`config.mk`:
```
export PLATFORM = sky130hd
export DESIGN_NAME = mcu_sequencer
export DESIGN_NICKNAME = d
export VERILOG_FILES = /design/src/rtl/mcu_sequencer.sv
export SDC_FILE = /design/constraint.sdc
export NUM_CORES = 1
export LEC_CHECK = 0
export ABC_AREA = 1
export BUFFER_PORTS_ARGS = -buffer_cell sky130_fd_sc_hd__buf_2
export CORE_MARGIN = 5
export CORE_UTILIZATION = 59
export DETAILED_ROUTE_END_ITERATION = 12
export PLACE_DENSITY = 0.8
export SETUP_SLACK_MARGIN = 0.5
export SLEW_MARGIN = 20
export SYNTH_ARGS = -nofsm -noshare
export SYNTH_HDL_FRONTEND = slang
export SYNTH_SLANG_ARGS = --single-unit
```
`constraint.sdc`:
```
create_clock -name i_clock -period 3.2 [get_ports i_clock]
set_clock_uncertainty 0.1 [all_clocks]
set_input_delay 0.64 -clock i_clock [delete_from_list [all_inputs] [get_ports i_clock]]
set_output_delay 0.64 -clock i_clock [all_outputs]
set_load 0.02 [all_outputs]
```
`src/rtl/mcu_sequencer.sv`:
```
// -----------------------------------------------------------------------------
// mcu_sequencer
// Control FSM for the MCU mux array and its N_CONV+2 line-memory banks.
// A frame is processed in three phases:
//   LOAD : host words are written bank by bank, row 0..H-1 inside each bank.
//   CONV : all banks are read row 0..H-1. Convolver results are written back
//          in place into the lower N_CONV banks at row r-2.
//   DONE : one-cycle o_done pulse, then return to IDLE.
//
// Optional feature (macro MCU_READBACK_EN):
//   Adds an UNLOAD phase after CONV. It streams the results out of banks
//   0..N_CONV-1, rows 0..H-3, and adds the ports o_outValid and i_outReady.
//   With the feature enabled, o_done pulses at the end of UNLOAD.
//
// Ports:
//   i_clock, i_reset (async, active-low)     clock / reset
//   i_start, i_imgHeight                     frame start, rows per bank (>=3)
//   i_dataValid / o_dataReady                host write handshake
//   o_inputCtrl, o_memCtrl, o_convCtrl       MUX_ARRAY selects
//   o_wrEnable, o_wrAddr, o_rdAddr           bank write enables and addresses
//   o_convValid                              window row valid at convolvers
//   o_busy, o_done                           status
//   o_dbgState                               current FSM state (debug)
//
// Handshake: a host word is transferred in every cycle where i_dataValid and
// o_dataReady are both high. The sender holds the word until that happens.
// o_dataReady is high only in LOAD. In UNLOAD, o_outValid/i_outReady follow
// the same rule.
// -----------------------------------------------------------------------------
module mcu_sequencer #(
  parameter int N_CONV      = 2,
  parameter int BITS_IMAGEN = 8,
  parameter int BITS_ADDR   = 10,
  parameter int CONV_LAT    = 2
) (
  input  logic                  i_clock,
  input  logic                  i_reset,
  input  logic                  i_start,
  input  logic [BITS_ADDR-1:0]  i_imgHeight,
  input  logic                  i_dataValid,
  output logic                  o_dataReady,
  output logic                  o_inputCtrl,
  output logic                  o_memCtrl,
  output logic                  o_convCtrl,
  output logic [N_CONV+1:0]     o_wrEnable,
  output logic [BITS_ADDR-1:0]  o_wrAddr,
  output logic [BITS_ADDR-1:0]  o_rdAddr,
  output logic                  o_convValid,
  output logic                  o_busy,
  output logic                  o_done,
`ifdef MCU_READBACK_EN
  output logic                  o_outValid,
  input  logic                  i_outReady,
`endif
  output logic [2:0]            o_dbgState
);

  localparam int N_BANKS = N_CONV + 2;
  localparam int BANK_W  = (N_BANKS > 1) ? $clog2(N_BANKS) : 1;

  if (CONV_LAT < 1 || BITS_IMAGEN < 1) begin : g_badParams
    $error("mcu_sequencer: CONV_LAT and BITS_IMAGEN must be >= 1");
  end

  typedef enum logic [2:0] {
    IDLE   = 3'd0,
    LOAD   = 3'd1,
    CONV   = 3'd2,
`ifdef MCU_READBACK_EN
    UNLOAD = 3'd4,
`endif
    DONE   = 3'd3
  } state_t;

  state_t                state;
  logic [BITS_ADDR-1:0]  height;
  logic [BITS_ADDR-1:0]  rowCnt;     // LOAD row counter
  logic [BANK_W-1:0]     bankCnt;    // LOAD bank counter
  logic [BITS_ADDR-1:0]  rdAddr;
  logic                  reading;    // a bank read is issued this cycle
  logic                  convValid;
  logic [BITS_ADDR-1:0]  convRow;    // row index presented with convValid
  logic [CONV_LAT-1:0]   winPipe;    // complete windows in flight through the convolvers
  logic [BITS_ADDR-1:0]  wbAddr;
  logic                  done;
`ifdef MCU_READBACK_EN
  logic [BANK_W-1:0]     unlBank;
  logic                  outValid;
  logic                  unloaded;   // UNLOAD already done for this frame
`endif

  logic [BITS_ADDR-1:0]  hLast;
  logic [BITS_ADDR-1:0]  hLast3;
  logic                  winNow;
  logic                  wbActive;

  assign hLast    = height - BITS_ADDR'(1);
  assign hLast3   = height - BITS_ADDR'(3);
  // Rows 0 and 1 only fill the window. From row 2 on, each row ends a window.
  assign winNow   = convValid && (convRow >= BITS_ADDR'(2));
  assign wbActive = winPipe[CONV_LAT-1];

  always_ff @(posedge i_clock or negedge i_reset) begin
    if (!i_reset) begin
      state     <= IDLE;
      height    <= '0;
      rowCnt    <= '0;
      bankCnt   <= '0;
      rdAddr    <= '0;
      reading   <= 1'b0;
      convValid <= 1'b0;
      convRow   <= '0;
      winPipe   <= '0;
      wbAddr    <= '0;
      done      <= 1'b0;
`ifdef MCU_READBACK_EN
      unlBank   <= '0;
      outValid  <= 1'b0;
      unloaded  <= 1'b0;
`endif
    end else begin
      done <= 1'b0;
      case (state)
        IDLE: begin
          if (i_start && (i_imgHeight >= BITS_ADDR'(3))) begin
            height    <= i_imgHeight;
            rowCnt    <= '0;
            bankCnt   <= '0;
            rdAddr    <= '0;
            reading   <= 1'b0;
            convValid <= 1'b0;
            convRow   <= '0;
            winPipe   <= '0;
            wbAddr    <= '0;
`ifdef MCU_READBACK_EN
            unloaded  <= 1'b0;
`endif
            state     <= LOAD;
          end
        end

        LOAD: begin
          if (i_dataValid) begin
            if (rowCnt == hLast) begin
              rowCnt <= '0;
              if (bankCnt == BANK_W'(N_BANKS - 1)) begin
                state   <= CONV;
                rdAddr  <= '0;
                reading <= 1'b1;
              end else begin
                bankCnt <= bankCnt + BANK_W'(1);
              end
            end else begin
              rowCnt <= rowCnt + BITS_ADDR'(1);
            end
          end
        end

        CONV: begin
          // Bank read latency is one cycle: the data for rdAddr is at the
          // convolvers in the next cycle.
          convValid <= reading;
          convRow   <= rdAddr;
          if (reading) begin
            if (rdAddr == hLast) reading <= 1'b0;
            else                 rdAddr  <= rdAddr + BITS_ADDR'(1);
          end
          winPipe <= CONV_LAT'({winPipe, winNow});
          if (wbActive) begin
            wbAddr <= wbAddr + BITS_ADDR'(1);
            if (wbAddr == hLast3) begin
              state <= DONE;
`ifndef MCU_READBACK_EN
              done  <= 1'b1;
`endif
            end
          end
        end

`ifdef MCU_READBACK_EN
        UNLOAD: begin
          // One read per word. Data is valid one cycle after the read is
          // issued, and the next read starts only after the word is taken.
          if (!outValid) begin
            outValid <= 1'b1;
          end else if (i_outReady) begin
            outValid <= 1'b0;
            if (rdAddr == hLast3) begin
              rdAddr <= '0;
              if (unlBank == BANK_W'(N_CONV - 1)) begin
                state    <= DONE;
                done     <= 1'b1;
                unloaded <= 1'b1;
              end else begin
                unlBank <= unlBank + BANK_W'(1);
              end
            end else begin
              rdAddr <= rdAddr + BITS_ADDR'(1);
            end
          end
        end
`endif

        DONE: begin
`ifdef MCU_READBACK_EN
          if (!unloaded) begin
            state    <= UNLOAD;
            rdAddr   <= '0;
            unlBank  <= '0;
            outValid <= 1'b0;
          end else begin
            state <= IDLE;
          end
`else
          state <= IDLE;
`endif
        end

        default: state <= IDLE;
      endcase
    end
  end

  // Outputs are decoded from registered state only. The exception is the LOAD
  // write enable, which qualifies the current-cycle host handshake.
  assign o_busy      = (state != IDLE);
  assign o_dataReady = (state == LOAD);
  assign o_convCtrl  = (state == CONV);
`ifdef MCU_READBACK_EN
  assign o_inputCtrl = (state == LOAD) || (state == UNLOAD);
  assign o_memCtrl   = ((state == CONV) && wbActive) || (state == UNLOAD);
  assign o_outValid  = (state == UNLOAD) && outValid;
`else
  assign o_inputCtrl = (state == LOAD);
  assign o_memCtrl   = (state == CONV) && wbActive;
`endif
  assign o_wrEnable  = ((state == LOAD) && i_dataValid) ? (N_BANKS'(1) << bankCnt) :
                       ((state == CONV) && wbActive)    ? {2'b00, {N_CONV{1'b1}}} :
                                                          '0;
  assign o_wrAddr    = (state == LOAD) ? rowCnt : wbAddr;
  assign o_rdAddr    = rdAddr;
  assign o_convValid = convValid;
  assign o_done      = done;
  assign o_dbgState  = state;

endmodule

```
==> results of run 1 <==
-- cells in the mapped netlist, types with 6 or more instances --
library cell / instances
xor2_1: 11
nand2_2: 10
nor3_1: 12
nand3_1: 59
nand2_1: 154
xnor2_1: 10
nand4_1: 25
ha_1: 13
o21ai_0: 40
inv_2: 6
nor2_2: 11
dfrtp_1: 58
a21oi_1: 18
nor2_1: 57
inv_1: 78
clkbuf_1: 7
-- stage by stage --
step           utilization, %  worst slack, ns  hold slack, ns  instances
2_1_floorplan               -            0.564           0.244        614
3_3_place_gp             66.1            0.660           0.368        744
3_5_place_dp             66.1            0.578           0.377        744
4_1_cts                  69.1            0.567           0.195        760
5_1_grt                  69.5            0.501           0.217        760
6_report                 69.5            0.641           0.185        760
-- worst max-delay path, stage by stage, from the launching register on --
cell	delay, ns
dfrtp_1	0.45
inv_1	0.11
ha_2	0.27
buf_4	0.27
nand2_1	0.08
o21ai_0	0.09
buf_2	0.20
-- power groups by stage --
stage | clock (mW) | combinational (mW) | sequential, mW
finish | 0.702 | 1.90 | 1.04
floorplan | 0 | 1.41 | 1.00
CTS | 0.715 | 1.84 | 1.03
detailed placement | 0 | 1.83 | 1.04
global route | 0.743 | 2.11 | 1.06
global placement | 0 | 1.79 | 1.04
-- worst paths after layout --
kind	from	endpoint	slack, ns	depth (start not counted)
max in group asynchronous	i_reset	rowCnt[9]$_DFFE_PN0P_	2.54	2
min in group i_clock	convRow[5]$_DFFE_PN0P_	convRow[5]$_DFFE_PN0P_	0.39	2
max reg2reg	height[0]$_DFFE_PN0P_	o_rdAddr[1]$_DFFE_PN0P_	0.80	15
max	o_dbgState[1]$_DFFE_PN0P_	o_wrAddr[5]	0.64	6
min	i_reset	height[5]$_DFFE_PN0P_	0.19	2
min reg2reg	convRow[5]$_DFFE_PN0P_	convRow[5]$_DFFE_PN0P_	0.39	2
-- routing by layer --
metal	GRT usage, %	wire (um)	up-vias
met2	42.6	5150	171
met1	38.7	5370	1984
li1	-	-	2072
met4	12.4	407	0
met3	5.34	846	35
met5	0	0	-
-- sequential cells by signal (all words and copies together) (netlist names) --
| name | flops |
|---|---|
| wbAddr | 10 |
| convRow | 9 |
| rowCnt | 10 |
| o_rdAddr | 10 |
| o_convValid | 1 |
| winPipe | 2 |
| height | 10 |
| bankCnt | 2 |
| o_dbgState | 2 |
| o_done | 1 |
| reading | 1 |
-- cells by family (layout without fill, tap and decap cells) --
group,Yosys count,after routing,share of synthesized area [%]
adder cells (fa/ha/maj),13,13,3.85
buffers and inverters,101,151,9.59
XOR/XNOR,21,21,4.35
AND/OR/NAND/NOR,351,351,39.0
other,1,1,0.0887
flip-flops,58,58,34.3
AO/OA/AOI/OAI,69,69,8.82
-- cell type report --
cell class | count | area (um2)
multi-input combinational | 455 | 2400
tap | 96 | 120
fill | 624 | 2100
timing repair buffer | 51 | 280
sequential | 58 | 1450
clock inverter | 6 | 66.3
clock buffer | 10 | 138
inverter | 84 | 315
==> summary.md, run 1 <==
| Metric | Value |
|---|---|
| Status | `finished, final reports clean` |
| Max-cap viol count | `0` |
| Flop pwr share | `28.6%` |
| Hold Crit Class | `input pin to asynchronous set/reset pin` |
| GP Congestion | `0.964` |
| Switch share | `50.2%` |
| Internal | `1.82 mW` |
| Core ar. | `0.00687 mm2` |
| Post-synthesis sequential area ratio | `34.3%` |
| ANT nets after route | `0` |
| Cts hold-fix bufs | `0` |
| Placed cell area | `0.00454 mm2` |
| Area Overhead vs Synth | `12.8%` |
| Pin count of the biggest net entering global routing | `59` |
| Yosys cell types | `36` |
| Net Switching | `1.83 mW` |
| Logic pwr share | `52.2%` |
| Async SR Flop Fraction | `100%` |
| Area share of the largest cell type after synthesis | `34.3%` |
| Iter 0 DRT Violations | `366` |
| #FFs+latches synth | `58` |
| Overall global routing resource usage | `28.0%` |
| Tot Pwr | `3.65 mW` |
| Clock share of power | `19.3%` |
| Die Y | `94.7 um` |
| Number of CTS-inserted buffers | `9` |
| Chip width | `94.7 um` |
| Peak VDD IR | `658 uV` |
| Post-CTS sizing | `1` |
| Root Driver | `clkbuf_8` |
| Max Slew Vio Count | `0` |
| Ports | `48` |
| CP Launch Type | `register` |
| Syn Inst Count | `614` |
| Syn Area/Cell | `6.89 um2` |
| Pleak | `2.36 nW` |
| Post-route cell area | `0.00477 mm2` |
| Crit Path Max Fanout | `20` |
| Total gr overflow | `0` |
| Drt pass-1 iters | `5` |
| Share of cells above drive strength 1 | `16.7%` |
| Die ar. | `0.00896 mm2` |
| CP Class | `register to output port` |
| Yosys synthesis warning count | `0` |
| Final period util | `80.0%` |
| CTS Sinks | `58` |
| Post-DP HPWL | `9280 um` |
| Req. time, crit path | `2.46 ns` |
| Clk Latency, worst-skew pair | `0.35 ns` |
| Arrival time at the worst endpoint | `1.82 ns` |
| DRC viols | `0` |
| Post-CTS setup buffers | `0` |
| Relative slew slack | `65.2%` |
| Ys flop type | `dfrtp_1` |
| Final worst path period need | `2.56 ns` |
| Rows | `30` |
| Initial core utilization | `61.5%` |
| Clock-pin slew on the worst setup and hold paths | `0.08 ns` |
| PD cells | `765 mW/mm2` |
| Routed WL per cell | `15.5 um` |
| Commonest non-fill, non-tap cell in the layout | `nand2_1` |
| Vias per inst | `5.61` |
| CTS H-tree lvls | `3` |
| Port bufs | `46` |
| Syn Std Cell Area | `0.00423 mm2` |
| First-pass GRT wire length | `19300 um` |
| Initial antenna violation count | `0` |
| Vias | `4262` |
| Worst Max-Slew Pin Slew | `0.517 ns` |
| Total wire length | `11800 um` |
| Setup-failing EPs final | `0` |
| Syn Nets | `641` |
| Antenna cells | `0` |
| Crit end category | `output port` |
| Maximum clock rate | `391 MHz` |
| Final Hold Vio Count | `0` |
| Most frequent cells in the layout | `154 x nand2_1, 78 x inv_1, 59 x nand3_1, 57 x nor2_1, 57 x dfrtp_1` |
| Nets | `686` |
| Clock Tree Buf Depth | `2` |
| RSZ-0062 raised after global routing | `false` |
| Area leader, netlist | `dfrtp_1` |
| Setup Total Neg Slack | `0 ns` |
| Post-synth EDFFs | `0` |
| CTS tree | `done` |
| Ranking of synthesized cells by area | `dfrtp_1 34%, nand2_1 14%, nand3_1 7.0%, inv_1 6.9%, nor2_1 5.1%` |
| Vias in the first global route | `4040` |
Note: power is estimated with default switching activity, not from simulation.
==> run 2: changes to the inputs <==
Clock period 3.2 ns to 2.5 ns, I/O delays scaled along.
==> run 2 against run 1 <==
The run now ends with hold timing left. Critical endpoint is now o_wrAddr[9]. Clock power increased by 42%. Sequential power increased by 31%. Worst hold slack got worse by 0.20 ns. Via count increased by 10%. Cell count increased by 4.3%. Highest routed layer unchanged.
==> summary.md, run 2 (synthesized netlist as in run 1, its figures left out) <==
| Metric | Value |
|---|---|
| Die Y | `94.7 um (unchanged)` |
| Antenna cells | `0 (unchanged)` |
| Fill cells | `472 (was 624)` |
| Initial core utilization | `61.5% (unchanged)` |
| Nets | `719 (was 686)` |
| Total wire length | `14100 um (was 11800 um)` |
| Post-layout util | `81.0% (was 69.5%)` |
| CP top delay family | `buffers and inverters (unchanged)` |
| CP Launch Type | `register (unchanged)` |
| Internal | `3.01 mW (was 1.82 mW)` |
| Number of CTS-inserted buffers | `9 (unchanged)` |
| Core ar. | `0.00687 mm2 (unchanged)` |
| DRC viols | `0 (unchanged)` |
| Placed cell area | `0.00469 mm2 (was 0.00454 mm2)` |
| Clock share of power | `17.1% (was 19.3%)` |
| Clock-pin slew on the worst setup and hold paths | `0.07 ns (was 0.08 ns)` |
| Pleak | `2.67 nW (was 2.36 nW)` |
| Pin count of the biggest net entering global routing | `26 (was 59)` |
| Hold_ws | `-0.0139 ns (was 0.185 ns)` |
| Reg2Reg Capture Point | `reading$_DFFE_PN0P_ (was o_rdAddr[1]$_DFFE_PN0P_)` |
| Max-cap viol count | `0 (unchanged)` |
| Post-DP HPWL | `9400 um (was 9280 um)` |
| Failing checks | `hold timing` |
| Crit end category | `output port (unchanged)` |
| Placed Cells | `749 (was 744)` |
| Met1 usage | `41.4% (was 38.7%)` |
| Post-Place Worst Slack | `0.162 ns (was 0.578 ns)` |
| Peak VDD IR | `1010 uV (was 658 uV)` |
| CP peak stage delay | `0.43 ns (was 0.45 ns)` |
| Cell Count, Final, Fillers Out | `793 (was 760)` |
| Cts hold-fix bufs | `0 (unchanged)` |
| Area Overhead vs Synth | `31.6% (was 12.8%)` |
| CP max-delay cell | `dfrtp_2 (was dfrtp_1)` |
| Reg2reg setup slack | `0.29 ns (was 0.80 ns)` |
| Rows | `30 (unchanged)` |
| PD cells | `1050 mW/mm2 (was 765 mW/mm2)` |
| Max Slew Vio Count | `0 (unchanged)` |
| Die ar. | `0.00896 mm2 (unchanged)` |
| Met2 Use GR | `49.3% (was 42.6%)` |
| Iter 0 DRT Violations | `395 (was 366)` |
| Logic pwr share | `59.5% (was 52.2%)` |
| Share of cells above drive strength 1 | `32.0% (was 16.7%)` |
| Vias | `4688 (was 4262)` |
| Commonest non-fill, non-tap cell in the layout | `nand2_1 (unchanged)` |
| Worst path cell trace | `inv_2 -> ha_4 -> clkinvlp_4 -> o21ai_2 -> buf_6 (was inv_1 -> ha_2 -> buf_4 -> nand2_1 -> o21ai_0 -> buf_2)` |
| Final Hold Vio Count | `10 (was 0)` |
| Clk Latency, worst-skew pair | `0.35 ns (about the same)` |
| Tot Pwr | `5.82 mW (was 3.65 mW)` |
| Net Switching | `2.82 mW (was 1.83 mW)` |
| Vias in the first global route | `4334 (was 4040)` |
| Worst path bufs/invs | `3 (unchanged)` |
| Switch share | `48.4% (was 50.2%)` |
| RSZ-0062 raised after global routing | `true (was false)` |
| R2R depth | `12 (was 15)` |
| GP Congestion | `0.959 (was 0.964)` |
| Clock Tree Buf Depth | `2 (unchanged)` |
| Status | `finished, violations left (was finished, final reports clean)` |
| Flop pwr share | `23.3% (was 28.6%)` |
| CP Class | `register to output port (unchanged)` |
| Final period util | `89.7%` |
| Initial antenna violation count | `0 (unchanged)` |
| CTS tree | `done (unchanged)` |
| Reg-to-reg startpoint | `height[3]$_DFFE_PN0P_ (was height[0]$_DFFE_PN0P_)` |
| Most frequent cells in the layout | `128 x nand2_1, 65 x inv_1, 56 x nand3_1, 49 x nor2_1, 49 x dfrtp_1 (was 154 x nand2_1, 78 x inv_1, 59 x nand3_1, 57 x nor2_1, 57 x dfrtp_1)` |
| Ports | `48 (unchanged)` |
| Final worst path period need | `2.24 ns` |
| Setup ws final | `0.257 ns (was 0.641 ns)` |
| Setup Total Neg Slack | `0 ns (unchanged)` |
| Post-route cell area | `0.00557 mm2 (was 0.00477 mm2)` |
| CTS Sinks | `58 (unchanged)` |
| ANT nets after route | `0 (unchanged)` |
| Drt pass-1 iters | `5 (unchanged)` |
| Maximum clock rate | `446 MHz` |
| Routed WL per cell | `17.7 um (was 15.5 um)` |
| Hold Crit Class | `input pin to asynchronous set/reset pin (unchanged)` |
| Overall global routing resource usage | `31.0% (was 28.0%)` |
| Arrival time at the worst endpoint | `1.64 ns (was 1.82 ns)` |
| Crit Path Max Fanout | `5 (was 20)` |
| Root Driver | `clkbuf_8 (unchanged)` |
| Vias per inst | `5.91 (was 5.61)` |
| Grt peak-use layer | `met2 (unchanged)` |
| Grt met3 use | `6.37% (was 5.34%)` |
| Total gr overflow | `0 (unchanged)` |
| CTS H-tree lvls | `3 (unchanged)` |
| Setup-failing EPs final | `0 (unchanged)` |
| Port bufs | `46 (unchanged)` |
| First-pass GRT wire length | `21500 um (was 19300 um)` |
| Chip width | `94.7 um (unchanged)` |
| Req. time, crit path | `1.90 ns (was 2.46 ns)` |
-- run 2: cell count changes in the layout (fill, tap and decap cells not counted), sizes merged --
| cell | change |
|---|---|
| nand3 | +1 |
| clkbuf | +2 |
| nand2 | +1 |
| buf | +30 |
| bufinv | +1 |
| inv | -2 |
-- run 2: power by group through the flow --
stage | Clock [mW] | Sequential [mW] | Combinational (mW)
final | 0.999 | 1.36 | 3.47
after global routing | 1.04 | 1.37 | 3.72
after CTS | 0.993 | 1.35 | 3.03
after detailed placement | 0 | 1.36 | 2.50
after global placement | 0 | 1.36 | 2.45
after floorplan | 0 | 1.30 | 1.96
-- run 2: layout make-up --
class | instances | area [um2] | share of cell area, %
clock inverter | 5 | 77.6 | 1.39
multi-input combinational | 457 | 2730 | 49.0
clock buffer | 11 | 141 | 2.54
tap | 96 | 120 | 2.16
inverter | 84 | 333 | 5.98
sequential | 58 | 1460 | 26.3
timing repair buffer | 82 | 704 | 12.7
-- run 2: timing repair --
action	in CTS	in global routing
setup endpoints to repair	42	56
gates resized for setup	64	60
gates cloned	3	1
pin swaps	28	22
setup buffers	18	6
-- run 2: worst max-delay path by stage --
stage,depth (start not counted),slack [ns],endpoint,from
floorplan,4,0.45,o_wrAddr[6],o_dbgState[1]$_DFFE_PN0P_
global placement,15,0.25,o_rdAddr[7]$_DFFE_PN0P_,height[0]$_DFFE_PN0P_
detailed placement,15,0.16,o_rdAddr[4]$_DFFE_PN0P_,height[0]$_DFFE_PN0P_
CTS,5,0.31,o_wrAddr[6],o_dbgState[1]$_DFFE_PN0P_
global route,15,0.14,o_rdAddr[9]$_DFFE_PN0P_,height[1]$_DFFE_PN0P_
finish,5,0.26,o_wrAddr[9],o_dbgState[1]$_DFFE_PN0P_
-- run 2: metal layers --
layer  vias to the layer above  routed length [um]  share of wire (%)
li1                       2150                   -                  -
met1                      2195                5500                 39
met2                       291                6590                 47
met3                        52                1440                 10
met4                         0                 527                3.7
met5                         -                   0                  0
==> run 3: changes to the inputs <==
Settings changed: CELL_PAD_IN_SITES_DETAIL_PLACEMENT from default to 0, CELL_PAD_IN_SITES_GLOBAL_PLACEMENT from default to 1, CORE_UTILIZATION 59 to 43, PLACE_DENSITY 0.8 to default, PLACE_DENSITY_LB_ADDON from default to 0.1.
==> run 3 against run 2 <==
The flow now finishes without violations. First-iteration DRC count decreased by 35%. Utilization decreased by 21 points. Power increased by 2.7%. Setup slack got worse by 0.0054 ns. Critical path type is now register to register. Critical endpoint is now o_rdAddr[7]$_DFFE_PN0P_. Largest power group unchanged.
==> summary.md, run 3 (synthesized netlist as in run 1, its figures left out) <==
| Metric | Value |
|---|---|
| Iter 0 DRT Violations | `257 (was 395)` |
| First-pass GRT wire length | `21700 um (was 21500 um)` |
| Number of CTS-inserted buffers | `9 (unchanged)` |
| Max-cap viol count | `0 (unchanged)` |
| Clock Tree Buf Depth | `2 (unchanged)` |
| PD cells | `1040 mW/mm2 (was 1050 mW/mm2)` |
| Cell Count, Final, Fillers Out | `839 (was 793)` |
| Setup Total Neg Slack | `0 ns (unchanged)` |
| Root Driver | `clkbuf_8 (unchanged)` |
| RSZ-0062 raised after global routing | `true (unchanged)` |
| Pleak | `2.76 nW (was 2.67 nW)` |
| Maximum clock rate | `445 MHz (was 446 MHz)` |
| Die ar. | `0.0119 mm2 (was 0.00896 mm2)` |
| Crit end category | `register (was output port)` |
| CTS tree | `done (unchanged)` |
| Sequential Area | `0.00146 mm2 (about the same)` |
| Post-DP HPWL | `10000 um (was 9400 um)` |
| Clock-pin slew on the worst setup and hold paths | `0.07 ns (about the same)` |
| Req. time, crit path | `2.70 ns (was 1.90 ns)` |
| Chip width | `109 um (was 94.7 um)` |
| Max Slew Vio Count | `0 (unchanged)` |
| Ports | `48 (unchanged)` |
| Clk Latency, worst-skew pair | `0.36 ns (was 0.35 ns)` |
| R2R depth | `15 (was 12)` |
| Vias per inst | `5.32 (was 5.91)` |
| Arrival time at the worst endpoint | `2.45 ns (was 1.64 ns)` |
| Antenna cells | `0 (unchanged)` |
| Commonest non-fill, non-tap cell in the layout | `nand2_1 (unchanged)` |
| Post-route cell area | `0.00577 mm2 (was 0.00557 mm2)` |
| Share of cells above drive strength 1 | `32.3% (was 32.0%)` |
| Core ar. | `0.00968 mm2 (was 0.00687 mm2)` |
| ANT nets after route | `0 (unchanged)` |
| Area Overhead vs Synth | `36.5% (was 31.6%)` |
| Drt pass-1 iters | `5 (unchanged)` |
| Post-layout util | `59.6% (was 81.0%)` |
| Initial antenna violation count | `0 (unchanged)` |
| Hold_ws | `0.0360 ns (was -0.0139 ns)` |
| Placed cell area | `0.00471 mm2 (was 0.00469 mm2)` |
| Post-Place Worst Slack | `-0.242 ns (was 0.162 ns)` |
| Die Y | `109 um (was 94.7 um)` |
| Port bufs | `46 (unchanged)` |
| Most frequent cells in the layout | `126 x nand2_1, 68 x inv_1, 53 x nand3_1, 52 x dfrtp_1, 50 x nor2_1 (was 128 x nand2_1, 65 x inv_1, 56 x nand3_1, 49 x nor2_1, 49 x dfrtp_1)` |
| Setup ws final | `0.251 ns (was 0.257 ns)` |
| Final worst path period need | `2.25 ns (was 2.24 ns)` |
| Nets | `728 (was 719)` |
| Peak VDD IR | `579 uV (was 1010 uV)` |
| Multi-input logic area | `0.00280 mm2 (was 0.00273 mm2)` |
| Total wire length | `14100 um (about the same)` |
| Reg-to-reg startpoint | `height[0]$_DFFE_PN0P_ (was height[3]$_DFFE_PN0P_)` |
| Hold Crit Class | `input pin to asynchronous set/reset pin (unchanged)` |
| CP Class | `register to register (was register to output port)` |
| Total gr overflow | `0 (unchanged)` |
| GP Congestion | `0.876 (was 0.959)` |
| Vias in the first global route | `4147 (was 4334)` |
| Reg2reg setup slack | `0.25 ns (was 0.29 ns)` |
| Routed WL per cell | `16.8 um (was 17.7 um)` |
| CTS H-tree lvls | `3 (unchanged)` |
| Setup-failing EPs final | `0 (unchanged)` |
| Reg2Reg Capture Point | `o_rdAddr[7]$_DFFE_PN0P_ (was reading$_DFFE_PN0P_)` |
| Final Hold Vio Count | `0 (was 10)` |
| Tot Pwr | `5.98 mW (was 5.82 mW)` |
| Rows | `36 (was 30)` |
| Overall global routing resource usage | `24.0% (was 31.0%)` |
| Status | `finished, final reports clean (was finished, violations left)` |
| Pin count of the biggest net entering global routing | `59 (was 26)` |
| Vias | `4461 (was 4688)` |
| DRC viols | `0 (unchanged)` |
| Fill cells | `892 (was 472)` |
| Initial core utilization | `43.7% (was 61.5%)` |
| Crit Path Max Fanout | `6 (was 5)` |
| CTS Sinks | `58 (unchanged)` |
| CP Launch Type | `register (unchanged)` |
| Placed Cells | `785 (was 749)` |
| Final period util | `90.0% (was 89.7%)` |
-- run 3: changes by cell type in the layout (fill, tap and decap cells not counted), moves of 3 or more --
cell | before | now
nand2_4 | 14 | 17
dfrtp_1 | 49 | 52
inv_1 | 65 | 68
buf_4 | 28 | 25
inv_2 | 15 | 11
buf_2 | 30 | 27
buf_6 | 17 | 31
dfrtp_2 | 9 | 6
nand3_1 | 56 | 53
nand3_2 | 4 | 7
-- run 3: cell type report --
type / count / area share (%)
multi-input combinational: 458 / 48.5
sequential: 58 / 25.3
timing repair buffer: 89 / 13.8
inverter: 84 / 5.79
tap: 133 / 2.88
clock buffer: 11 / 2.28
clock inverter: 5 / 1.37
timing repair inverter: 1 / 0.0867
-- run 3: routing by layer --
metal  global-route usage, %  wire length (um)
met4                    10.3               390
met2                    37.0              6460
met3                    3.26               683
met1                    33.5              6570
met5                       0                 0
-- run 3: worst max path at each step --
stage,start,endpoint,slack [ns],cells past startpoint
after CTS,height[0]$_DFFE_PN0P_,o_rdAddr[9]$_DFFE_PN0P_,0.33,15
after detailed placement,i_imgHeight[1],o_rdAddr[3]$_DFFE_PN0P_,-0.24,10
after floorplan,o_dbgState[1]$_DFFE_PN0P_,o_wrAddr[6],0.45,4
after global routing,height[0]$_DFFE_PN0P_,o_rdAddr[8]$_DFFE_PN0P_,0.12,15
after global placement,i_imgHeight[1],o_rdAddr[6]$_DFFE_PN0P_,-0.20,10
final,height[0]$_DFFE_PN0P_,o_rdAddr[7]$_DFFE_PN0P_,0.25,15
-- run 3: critical path, stage by stage (launching register included) --
cell	delay [ns]
dfrtp_2	0.47
inv_8	0.04
ha_4	0.29
inv_2	0.03
nand2_1	0.04
nand2_1	0.05
nor2_1	0.08
nand3_1	0.09
nor2_2	0.14
nand2_1	0.08
nor2_2	0.15
nand4_4	0.12
nand2_4	0.17
buf_6	0.13
nand4_1	0.10
nand2_1	0.09
-- run 3: repair_timing --
| item | in CTS | in global routing |
|---|---|---|
| pin swaps | 26 | 37 |
| gates cloned | 2 | 5 |
| endpoints found under the hold margin | 0 | 0 |
| setup endpoints to repair | 45 | 57 |
| hold buffers | 0 | 0 |
| buffers inserted | 18 | 13 |
| resized for setup | 57 | 94 |
-- run 3: report_power, final --
part	internal [mW]	switching, mW	total, mW
clock network	0.560	0.412	0.973
registers	1.08	0.281	1.36
logic	1.48	2.16	3.65
total	3.12	2.86	5.98
